$ cat config.mk
export PLATFORM = sky130hd
export DESIGN_NAME = ft_bridge
export DESIGN_NICKNAME = d
export VERILOG_FILES = /design/src/rtl/ft_bridge_pkg.sv /design/src/rtl/ft_bridge_rr_arb.sv /design/src/rtl/ft_bridge.sv
export SDC_FILE = /design/constraint.sdc
export NUM_CORES = 1
export LEC_CHECK = 0
export BUFFER_PORTS_ARGS = -buffer_cell sky130_fd_sc_hd__buf_2
export CAP_MARGIN = 10
export CORE_ASPECT_RATIO = 0.7
export CORE_MARGIN = 3
export CORE_UTILIZATION = 31
export CTS_BUF_LIST = sky130_fd_sc_hd__clkbuf_8 sky130_fd_sc_hd__clkbuf_16
export DETAILED_ROUTE_END_ITERATION = 10
export GPL_TIMING_DRIVEN = 0
export HOLD_SLACK_MARGIN = 0.1
export PLACE_DENSITY = 0.8
export SYNTH_ARGS = -nofsm -noshare
export SYNTH_HDL_FRONTEND = slang
export SYNTH_SLANG_ARGS = --single-unit
$ cat constraint.sdc
create_clock -name clk -period 1.6 [get_ports clk]
set_input_delay 0.08 -clock clk [delete_from_list [all_inputs] [get_ports clk]]
set_output_delay 0.08 -clock clk [all_outputs]
set_load 0.01 [all_outputs]
$ cat src/rtl/ft_bridge_pkg.sv
// Shared types and helpers for the FT245-style synchronous FIFO bridge.
// Used by ft_bridge (optional stats outputs under FT_BRIDGE_STATS_EN) and ft_bridge_rr_arb.
package ft_bridge_pkg;

    typedef logic [2:0] ft_state_t;

    localparam ft_state_t ST_IDLE     = 3'd0;
    localparam ft_state_t ST_TX_BURST = 3'd1;
    localparam ft_state_t ST_TX_END   = 3'd2;
    localparam ft_state_t ST_RX_OE    = 3'd3;
    localparam ft_state_t ST_RX_BURST = 3'd4;
    localparam ft_state_t ST_RX_END   = 3'd5;

    // Each turnaround/end state is a single cycle; the FSM encodes this directly.
    localparam int RX_OE_CYCLES  = 1;
    localparam int TX_END_CYCLES = 1;
    localparam int RX_END_CYCLES = 1;

    typedef enum logic {
        DIR_TX = 1'b0,
        DIR_RX = 1'b1
    } ft_dir_e;

    // Widest byte-enable bus supported (32-bit FT bus); narrower buses pad with ones.
    localparam int BE_MAX_W = 4;

    function automatic logic be_all_ones(input logic [BE_MAX_W-1:0] be);
        return &be;
    endfunction

endpackage

$ cat src/rtl/ft_bridge_rr_arb.sv
// Two-way round-robin arbiter: on a tie the direction not served last wins.
module ft_bridge_rr_arb
    import ft_bridge_pkg::*;
(
    input  logic clk,
    input  logic reset,
    input  logic enable,
    input  logic req_tx,
    input  logic req_rx,
    output logic grant_tx,
    output logic grant_rx
);

    ft_dir_e last_reg;

    assign grant_tx = enable && req_tx && (!req_rx || (last_reg == DIR_RX));
    assign grant_rx = enable && req_rx && (!req_tx || (last_reg == DIR_TX));

    always_ff @(posedge clk) begin
        if (reset) begin
            last_reg <= DIR_RX;
        end else if (grant_tx) begin
            last_reg <= DIR_TX;
        end else if (grant_rx) begin
            last_reg <= DIR_RX;
        end
    end

endmodule

$ cat src/rtl/ft_bridge.sv
// Bridge between an FT-style synchronous FIFO bus and a TX/RX pair of IQ FIFOs.
// Define FT_BRIDGE_STATS_EN to add the tx_words / rx_words statistics outputs.
module ft_bridge
    import ft_bridge_pkg::*;
#(
    parameter int FT_DATA_WIDTH = 32,
    parameter int IQ_PAIR_WIDTH = 24,
    parameter int BURST_WORDS   = 32
) (
    input  logic                       clk,
    input  logic                       reset,
    input  logic                       txe_n,
    input  logic                       rxf_n,
    output logic                       wr_n,
    output logic                       rd_n,
    output logic                       oe_n,
    input  logic [FT_DATA_WIDTH-1:0]   ft_data_i,
    output logic [FT_DATA_WIDTH-1:0]   ft_data_o,
    output logic                       ft_data_oe,
    input  logic [FT_DATA_WIDTH/8-1:0] ft_be_i,
    output logic [FT_DATA_WIDTH/8-1:0] ft_be_o,
    input  logic [IQ_PAIR_WIDTH-1:0]   wdata,
    input  logic                       wr_empty,
    input  logic                       wr_enough,
    output logic                       wr_req,
    output logic [IQ_PAIR_WIDTH-1:0]   rdata,
    output logic                       rd_req,
    input  logic                       rd_full,
    input  logic                       rd_enough,
    output logic                       be_drop
`ifdef FT_BRIDGE_STATS_EN
    ,
    output logic [31:0]                tx_words,
    output logic [31:0]                rx_words
`endif
);

    localparam int BE_W = FT_DATA_WIDTH / 8;
    localparam int CW   = $clog2(BURST_WORDS + 1);
    localparam logic [CW-1:0] BW_MAX  = CW'(BURST_WORDS);
    localparam logic [CW-1:0] BW_LAST = CW'(BURST_WORDS - 1);

    ft_state_t         state_reg;
    ft_state_t         state_next;
    logic [CW-1:0]     count_reg;
    logic              grant_tx;
    logic              grant_rx;
    logic              tx_beat;
    logic              rx_beat;
    logic              be_ok;
    logic              enter_burst;
    logic [BE_MAX_W-1:0] be_pad;
    logic              unused_data;

    ft_bridge_rr_arb u_arb (
        .clk      (clk),
        .reset    (reset),
        .enable   (state_reg == ST_IDLE),
        .req_tx   (!txe_n && wr_enough),
        .req_rx   (!rxf_n && rd_enough),
        .grant_tx (grant_tx),
        .grant_rx (grant_rx)
    );

    // A 16-bit bus has only two byte enables; missing lanes count as enabled.
    genvar gi;
    generate
        for (gi = 0; gi < BE_MAX_W; gi++) begin : g_be
            if (gi < BE_W) begin : g_in
                assign be_pad[gi] = ft_be_i[gi];
            end else begin : g_pad
                assign be_pad[gi] = 1'b1;
            end
        end
    endgenerate

    assign be_ok   = be_all_ones(be_pad);
    assign tx_beat = (state_reg == ST_TX_BURST) && !txe_n && !wr_empty && (count_reg < BW_MAX);
    assign rx_beat = (state_reg == ST_RX_BURST) && !rxf_n && !rd_full && (count_reg < BW_MAX);

    always_comb begin
        state_next = state_reg;
        case (state_reg)
            ST_IDLE: begin
                if (grant_tx) begin
                    state_next = ST_TX_BURST;
                end else if (grant_rx) begin
                    state_next = ST_RX_OE;
                end
            end
            ST_TX_BURST: begin
                if (txe_n || wr_empty || (tx_beat && count_reg == BW_LAST)) begin
                    state_next = ST_TX_END;
                end
            end
            ST_TX_END:   state_next = ST_IDLE;
            ST_RX_OE:    state_next = ST_RX_BURST;
            ST_RX_BURST: begin
                if (rxf_n || rd_full || (rx_beat && count_reg == BW_LAST)) begin
                    state_next = ST_RX_END;
                end
            end
            ST_RX_END:   state_next = ST_IDLE;
            default:     state_next = ST_IDLE;
        endcase
    end

    assign enter_burst = ((state_reg == ST_IDLE) && grant_tx) || (state_reg == ST_RX_OE);

    always_ff @(posedge clk) begin
        if (reset) begin
            state_reg <= ST_IDLE;
            count_reg <= '0;
        end else begin
            state_reg <= state_next;
            if (enter_burst) begin
                count_reg <= '0;
            end else if (tx_beat || rx_beat) begin
                count_reg <= count_reg + 1'b1;
            end
        end
    end

    // Data is only driven while the pads are owned, so idle/reset shows zero.
    assign ft_data_oe = (state_reg == ST_TX_BURST) || (state_reg == ST_TX_END);
    assign ft_data_o  = ft_data_oe ? FT_DATA_WIDTH'(wdata) : '0;
    assign ft_be_o    = '1;
    assign wr_n       = !tx_beat;
    assign wr_req     = tx_beat;

    assign oe_n    = !((state_reg == ST_RX_OE) || (state_reg == ST_RX_BURST));
    assign rd_n    = !rx_beat;
    assign rdata   = ft_data_i[IQ_PAIR_WIDTH-1:0];
    assign rd_req  = rx_beat && be_ok;
    assign be_drop = rx_beat && !be_ok;

    assign unused_data = ^ft_data_i;

`ifdef FT_BRIDGE_STATS_EN
    logic [31:0] tx_words_reg;
    logic [31:0] rx_words_reg;

    always_ff @(posedge clk) begin
        if (reset) begin
            tx_words_reg <= '0;
            rx_words_reg <= '0;
        end else begin
            if (tx_beat) tx_words_reg <= tx_words_reg + 32'd1;
            if (rd_req)  rx_words_reg <= rx_words_reg + 32'd1;
        end
    end

    assign tx_words = tx_words_reg;
    assign rx_words = rx_words_reg;
`endif

endmodule
==> summary.md, run 1 <==
The flow ran to the end, and the final reports show no timing, DRC or antenna violations. Across all layers, the routed design uses 1,108 vias. Final-report setup violation count: 0. The final weighted congestion in routability-driven placement is 0.7841, and the average size of a mapped cell is 7.629 sq um.

For this run, the slowest stage of the critical path takes 0.46 ns. The root buffer cell chosen for the clock tree is clkbuf_8. Cell with the biggest individual delay on the critical path: or4_1. The run gives 0 as the number of failing hold endpoints at the final stage. The total overflow left after global routing is 0.

The synthesized design contains 10 register bits. The area growth from synthesis to layout is 61.78%. In this run the tool buffered the top-level ports with 90 buffer cells.

Core box area: 2963 sq um. The later pin in the worst-skew pair is clocked with a latency of 0.23 ns. The die covers 4006 sq um. Final HPWL from detailed placement: 2.558 mm. Clock tree synthesis found a total of 10 sinks. The number of buffers and inverters on the critical path was 1; the number of ports placed on the die boundary was 135. Before antenna repair, the detailed router went through 4 iterations. The number of buffers on the longest clock path is 2. The post-route DRC violation count was 0; the post-CTS clock slew at the launch and capture registers of the worst setup and hold paths was 0.05 ns.

The run gives 0 as the initial antenna violation count. The register with the most flip-flops in the layout has 6 of them. Summing all multi-input logic gate instances after layout gives 553.0 sq um.

The worst ir drop on vdd came out at 0.3683 mV. In this run the core area contains 16 standard-cell rows. The die is 74.38 microns wide.

After synthesis, the netlist uses 33 different library cells. The flip-flop and latch area is 200.2 sq um, and the largest driver fanout on the critical path is 10. Number of global-route vias before repair: 861.

Worst path arrival time: 1.69 ns. Final-report max-slew violation count: 0. First-pass GRT wire length: 3.822 mm. In the final routed layout, each cell accounts on average for 10.77 microns. The tools report the post-synthesis cell count as 133. The initial cell density of the core was 34.25%. The nature of the critical path startpoint is a register.

The layout cell share with drive strength beyond 1 is 59.17%. The fraction of synthesized cell area taken by the top area cell type is 27.37%. TritonCTS built the clock tree.

Cell taking the most area after synthesis: buf_4. Dividing total power by cell area gives a power density of 619.5 nW/um^2. In this run, CTS created clock tree buffers numbering 3. The cell area that synthesis handed to floorplanning was 1015 sq um. The final critical-path required period works out to 1.526 ns. The run gives 0 as the number of nets with antenna violations after routing. The net count of the finished layout is 310. Timing analysis after detailed placement gives a worst setup slack of 0.07347 ns. STA classifies the critical path endpoint as a register.

For the number of violations reported at the end of detailed-routing iteration 0, the log shows 41. The worst setup path is of the reg2reg kind. Sorting the synthesized cells by area gives the leading types as buf_4 27%, dfxtp_1 20%, and2_1 15%, nor2_1 4.1%, xnor2_1 3.5%. The logs give 1.77 ns for the required time of the critical path and 11 for the pin count of the biggest net entering global routing. Leakage power: 0.0009396 uW. The tools report the max-cap violation count as 0. Dividing the final minimum period by the clock period gives 95.35%. The share of the Yosys chip area taken by registers is 19.73%. The chip height was 53.87 microns.

The logs give 0 ns for the sum of negative setup slack and 295 for the count of filler cells inserted in the layout. Across all setup checks in the final design, the least slack found is 0.07433 ns. Dividing the detail-routed via count by the number of cells gives 4.014. The number of levels the H-tree was split into came out at 1. Total wirelength of the detailed-routed design: 2.973 mm. The global-route usage over all layers was 12.38%; the count of yosys warnings during synthesis was 0.

The critical path goes through buf_6, nor3b_4, a32oi_2, a21oi_2, or4_1, a21oi_1. Fmax: 655.4 MHz. The min-delay analysis places its worst path in the category in2reg.

The tools report the maximum clock skew at final layout as 0.004365 ns. Grouping stages by cell kind, the critical path spends the most delay in simple AND/OR/NAND/NOR gates. The number of antenna cells inserted was 0.
[cell usage in the layout, fill, tap and decap left out, types with 2 or more instances in the layout]
| cell type | instances |
|---|---|
| clkbuf_4 | 2 |
| nor2b_1 | 5 |
| nor2_1 | 10 |
| buf_4 | 39 |
| dfxtp_1 | 10 |
| nand3_1 | 3 |
| and2_1 | 24 |
| conb_1 | 12 |
| buf_2 | 91 |
| nor3_1 | 2 |
| nand2_1 | 6 |
| clkbuf_8 | 4 |
| xnor2_1 | 4 |
| a21oi_1 | 6 |
[layer usage]
metal	GRT usage [%]	part of all wire (%)	vias to the layer above
met5	0	0	-
met3	4.104	6.8	0
met1	15.80	39	471
met4	0.8876	0	0
met2	21.28	54	39
li1	-	-	598
[worst min-delay path: stages]
cell and delay [ns]:
buf_2 0.09, nor2b_1 0.06, a21oi_1 0.15, nor4b_1 0.06
[cells in the mapped netlist]
cell / instances
nand2b_1: 1
nand3_1: 3
xnor2_1: 4
nor2_1: 11
dfxtp_1: 10
conb_1: 2
and2b_1: 1
and2_1: 24
nand3b_1: 1
inv_1: 1
buf_6: 1
buf_2: 1
nand4_1: 1
a21oi_1: 6
or4_1: 1
o21bai_1: 1
nor3_1: 2
nor3b_1: 1
a21oi_2: 1
nor2b_1: 5
buf_4: 37
nand4b_1: 1
ha_1: 1
nand2_1: 6
nor4b_1: 1
xor2_1: 1
a221o_1: 1
a41oi_1: 1
clkbuf_1: 2
a2bb2oi_1: 1
a32oi_2: 1
and3_1: 1
nor3b_4: 1
[report_power, final]
group	switching (uW)	leakage, uW	internal (uW)
combinational	207	0.000830	235
clock	96.7	0.0000288	216
sequential	4.43	0.0000812	258
total	308	0.000940	709
[final timing paths]
path                             startpoint                   endpoint  slack [ns]  cells after the start
setup / recovery  state_reg[0]$_SDFFE_PP0P_  state_reg[0]$_SDFFE_PP0P_        0.07                      6
setup reg to reg  state_reg[0]$_SDFFE_PP0P_  state_reg[0]$_SDFFE_PP0P_        0.07                      6
hold reg to reg   count_reg[4]$_SDFFE_PP0P_  count_reg[4]$_SDFFE_PP0P_        0.52                      2
hold / removal                        rxf_n  state_reg[1]$_SDFFE_PP0P_        0.25                      4
[metrics by stage]
stage / power (uW) / cells / instance area, sq um / hold slack, ns / utilization [%]
after detailed placement: 691.4 / 269 / 1548 / 0.3202 / 52.24
after floorplan: 530.8 / 143 / 1052 / 0.1491 / -
after CTS: 1019 / 275 / 1628 / 0.2433 / 54.94
after global routing: 1089 / 276 / 1642 / 0.2842 / 55.41
final: 1017 / 276 / 1642 / 0.2536 / 55.41
after global placement: 686.6 / 269 / 1548 / 0.3164 / 52.24
[repair_timing]
item / CTS / global route
setup buffers: 1 / 1
resized for setup: 4 / 3
hold buffers: 1 / 0
pin swaps: 1 / 1
hold endpoints to repair: 3 / 0
endpoints found under the setup margin: 22 / 22
[cell families (layout without fill, tap and decap cells)]
logic type,count (synthesis),after routing,share of synthesized area [%]
flops,10,10,19.73
other cells,2,12,0.7401
buf+inv,42,139,30.09
compound gates,12,12,8.879
xor+xnor,5,5,4.315
fa+ha+maj,1,1,1.233
simple gates,61,61,35.02
[layout make-up]
class	instances	area share [%]
multi-input combinational	91	33.69
timing repair buffer	93	28.96
buffer	41	18.83
sequential	10	12.20
clock buffer	4	3.354
tap	36	2.744
inverter	1	0.2287
(Power assumes the default switching activity.)
==> run 2, diff against run 1 <==
==> constraint.sdc (replaced) <==
create_clock -name clk -period 1.6 [get_ports clk]
set_input_delay 0.08 -clock clk [delete_from_list [all_inputs] [get_ports clk]]
set_output_delay 0.08 -clock clk [all_outputs]
set_load 0.05 [all_outputs]
==> run 2 against run 1 <==
Net effect:
- non-clock buffer count grew 4
- wire length grew 20%
- die area is the same
- via count grew 7.2%
- final area grew 11%
- combinational power grew 100%
- register-to-register slack is essentially flat
- sequential share of layout area shrank 1.2 points
- critical endpoint is now ft_data_o[15]
- largest cell class unchanged
- largest power group unchanged
==> summary.md, run 2 (same netlist as run 1, synthesis figures left out) <==
Global routing finished with a remaining overflow of 0. In the final layout, the multi-input gates occupy 598.1 sq um. Leaving out fill and tap cells, the most frequent cell in the layout is buf_2. Setup repair after global routing could not meet its margin everywhere. The final worst slack was 0.03250 ns.

STA classifies the critical path endpoint as a primary output. The worst hold path belongs to the class in2reg. The clock passes through at most 2 buffers. Routability-driven placement finished with a final weighted congestion of 0.7243. Compared with the post-synthesis result, the final layout area differs by 80.27%. Summed over all cells, the static leakage comes to 0.0009726 uW.

STA puts the critical path data arrival time at 1.49 ns. The total area inside the core boundary comes to 2963 sq um. The number of buffer cells added on primary ports is 90. Capturing element of the worst setup path: ft_data_o[15].

For the pin with the worst max-slew slack, the measured transition is 0.4985 ns. The critical path goes through buf_4, xnor2_1, nor2_2, buf_4, and2_2, buf_4. The number of nets with antenna violations after routing was 0. The die span in x came out at 74.38 microns. The number of cells on the worst reg-to-reg path is 6. The repair_antennas step left the layout with diodes totalling 0. The critical path in this run is classified as reg2out. TritonCTS built the clock tree.

The top cell types in the final layout, fill and taps aside, are 65 x buf_2, 55 x buf_4, 16 x buf_6. Flip-flop count of the largest register after layout: 6. The die covers 4006 sq um. The logs give 11 for the pin count of the biggest net entering global routing and 4 for the number of optimization iterations in the first detailed-route pass.

After routing, the total negative slack on setup checks comes to 0 ns. The chip height came out at 53.87 microns. Buffers inserted during clock tree synthesis total 3. Nature of the critical path startpoint: a register. The most critical setup path has its startpoint at state_reg[1]$_SDFFE_PP0P_. The cell at the root of the clock tree is clkbuf_8. The run gives 135 as the number of ports placed on the die boundary. For the worst ir drop on vdd, the log shows 0.3273 mV.

Among the stages of the critical path, the cell type that occurs most often is buf_4. For this design the ratio of total power to cell area is 784.1 nW/um^2. The fmax was 638.0 MHz. In the finished design, the share of the clock period the worst path needs comes to 97.97%.

The routed design has 3.570 mm of wire. The number of levels the H-tree was split into is 1. For the final-report max-slew violation count, the log shows 0.

For this design, the slowest cell found on the critical path is dfxtp_1. The number of global-route vias before repair is 980. The post-CTS clock slew at the launch and capture registers of the worst setup and hold paths was 0.05 ns. The filler cells instantiated in the layout total 272. In this run the critical register-to-register path is captured at state_reg[0]$_SDFFE_PP0P_. The global-route usage over all layers was 14.33%; the number of violations reported at the end of detailed-routing iteration 0 was 47. The worst register-to-register path begins at state_reg[2]$_SDFFE_PP0P_.

The flip-flop and latch area was 201.4 sq um; the reg-to-reg setup timing slack was 0.06 ns. The final critical-path required period works out to 1.568 ns. The required time of the critical path is 1.52 ns, and the post-route DRC violation count is 0. The average routed wire per standard cell is 12.80 microns, and the initial antenna violation count is 0. The number of failing hold endpoints at the final stage is 0, and the pre-CTS setup slack is -0.07209 ns. On the worst path, the slowest cell contributes a delay of 0.29 ns.

The source-to-sink clock delay at the later pin of the worst-skew pair was 0.23 ns. The logs give 2.766 mm for the final HPWL from detailed placement and 314 for the final-stage net count. The clock arrives with 0.003408 ns of skew. After detailed routing, the number of vias per cell comes to 4.258. The largest driver fanout on the critical path was 10; the final-report setup violation count was 0.

The clock drives 10 sinks. For this configuration, the core starts out at a cell density of 34.25%. The total number of vias was 1,188.

The layout cell share with drive strength beyond 1 is 65.84%, and the number of placement rows is 16. The tools report the max-cap violation count as 0. The first-pass GRT wire length is 4.436 mm. Headroom to the max-slew limit came out at 66.70%.

The flow ran to the end, and the final reports show no timing, DRC or antenna violations.
[run 2: cell count changes in the layout (fill, tap and decap cells not counted), sizes merged]
cell | previous run | this run
clkbuf | 6 | 4
inv | 1 | 0
buf | 131 | 136
clkinvlp | 0 | 1
[run 2: what timing repair did]
item | in CTS | in global routing
gates cloned | 0 | 0
endpoints found under the setup margin | 30 | 32
endpoints found under the hold margin | 3 | 0
pin swaps | 2 | 5
buffers inserted | 5 | 1
gates resized for setup | 23 | 32
hold buffers | 1 | 0
[run 2: per-layer routing]
metal,vias to the layer above,global-route usage (%),part of all wire (%)
met4,0,0,0
met1,550,17.73,39
li1,603,-,-
met5,-,0,0
met3,0,3.918,5.2
met2,35,26.53,56
[run 2: per-stage QoR]
step                utilization [%]  instances  area, sq um  hold WS (ns)  total power, uW
floorplan                         -        143         1099        0.1491            911.1
global placement              53.80        269         1594        0.3172             1066
detailed placement            53.80        269         1594        0.3181             1073
CTS                           58.70        278         1739        0.2388             1394
global route                  61.74        279         1829        0.2637             1489
finish                        61.74        279         1829        0.2356             1434
[run 2: power breakdown]
group,internal (uW),total [uW],switching (uW)
registers,258,263,4.27
clock network,165,266,101
logic,311,906,595
total,734,1430,700
[run 2: worst max-delay path, delay by kind of cell (launching register included)]
| family | cells | cell delay, ns |
|---|---|---|
| buffers and inverters | 3 | 0.51 |
| flip-flops | 1 | 0.29 |
| AND/OR/NAND/NOR | 2 | 0.27 |
| XOR/XNOR | 1 | 0.18 |
[run 2: area by class of cell]
class	count	area share, %
well taps	36	2.462
inverters	1	0.4104
clock buffers	3	2.257
multi-input cells	91	32.70
plain buffers	41	16.89
flip-flops and latches	10	11.01
repair buffers	97	34.27
[run 2: worst min-delay path by stage]
stage,to,cells after the start,from
2_1_floorplan,state_reg[0]$_SDFFE_PP0P_,1,reset
3_3_place_gp,state_reg[0]$_SDFFE_PP0P_,2,reset
3_5_place_dp,state_reg[0]$_SDFFE_PP0P_,2,reset
4_1_cts,state_reg[1]$_SDFFE_PP0P_,4,rxf_n
5_1_grt,state_reg[1]$_SDFFE_PP0P_,4,rxf_n
6_report,state_reg[1]$_SDFFE_PP0P_,4,rxf_n
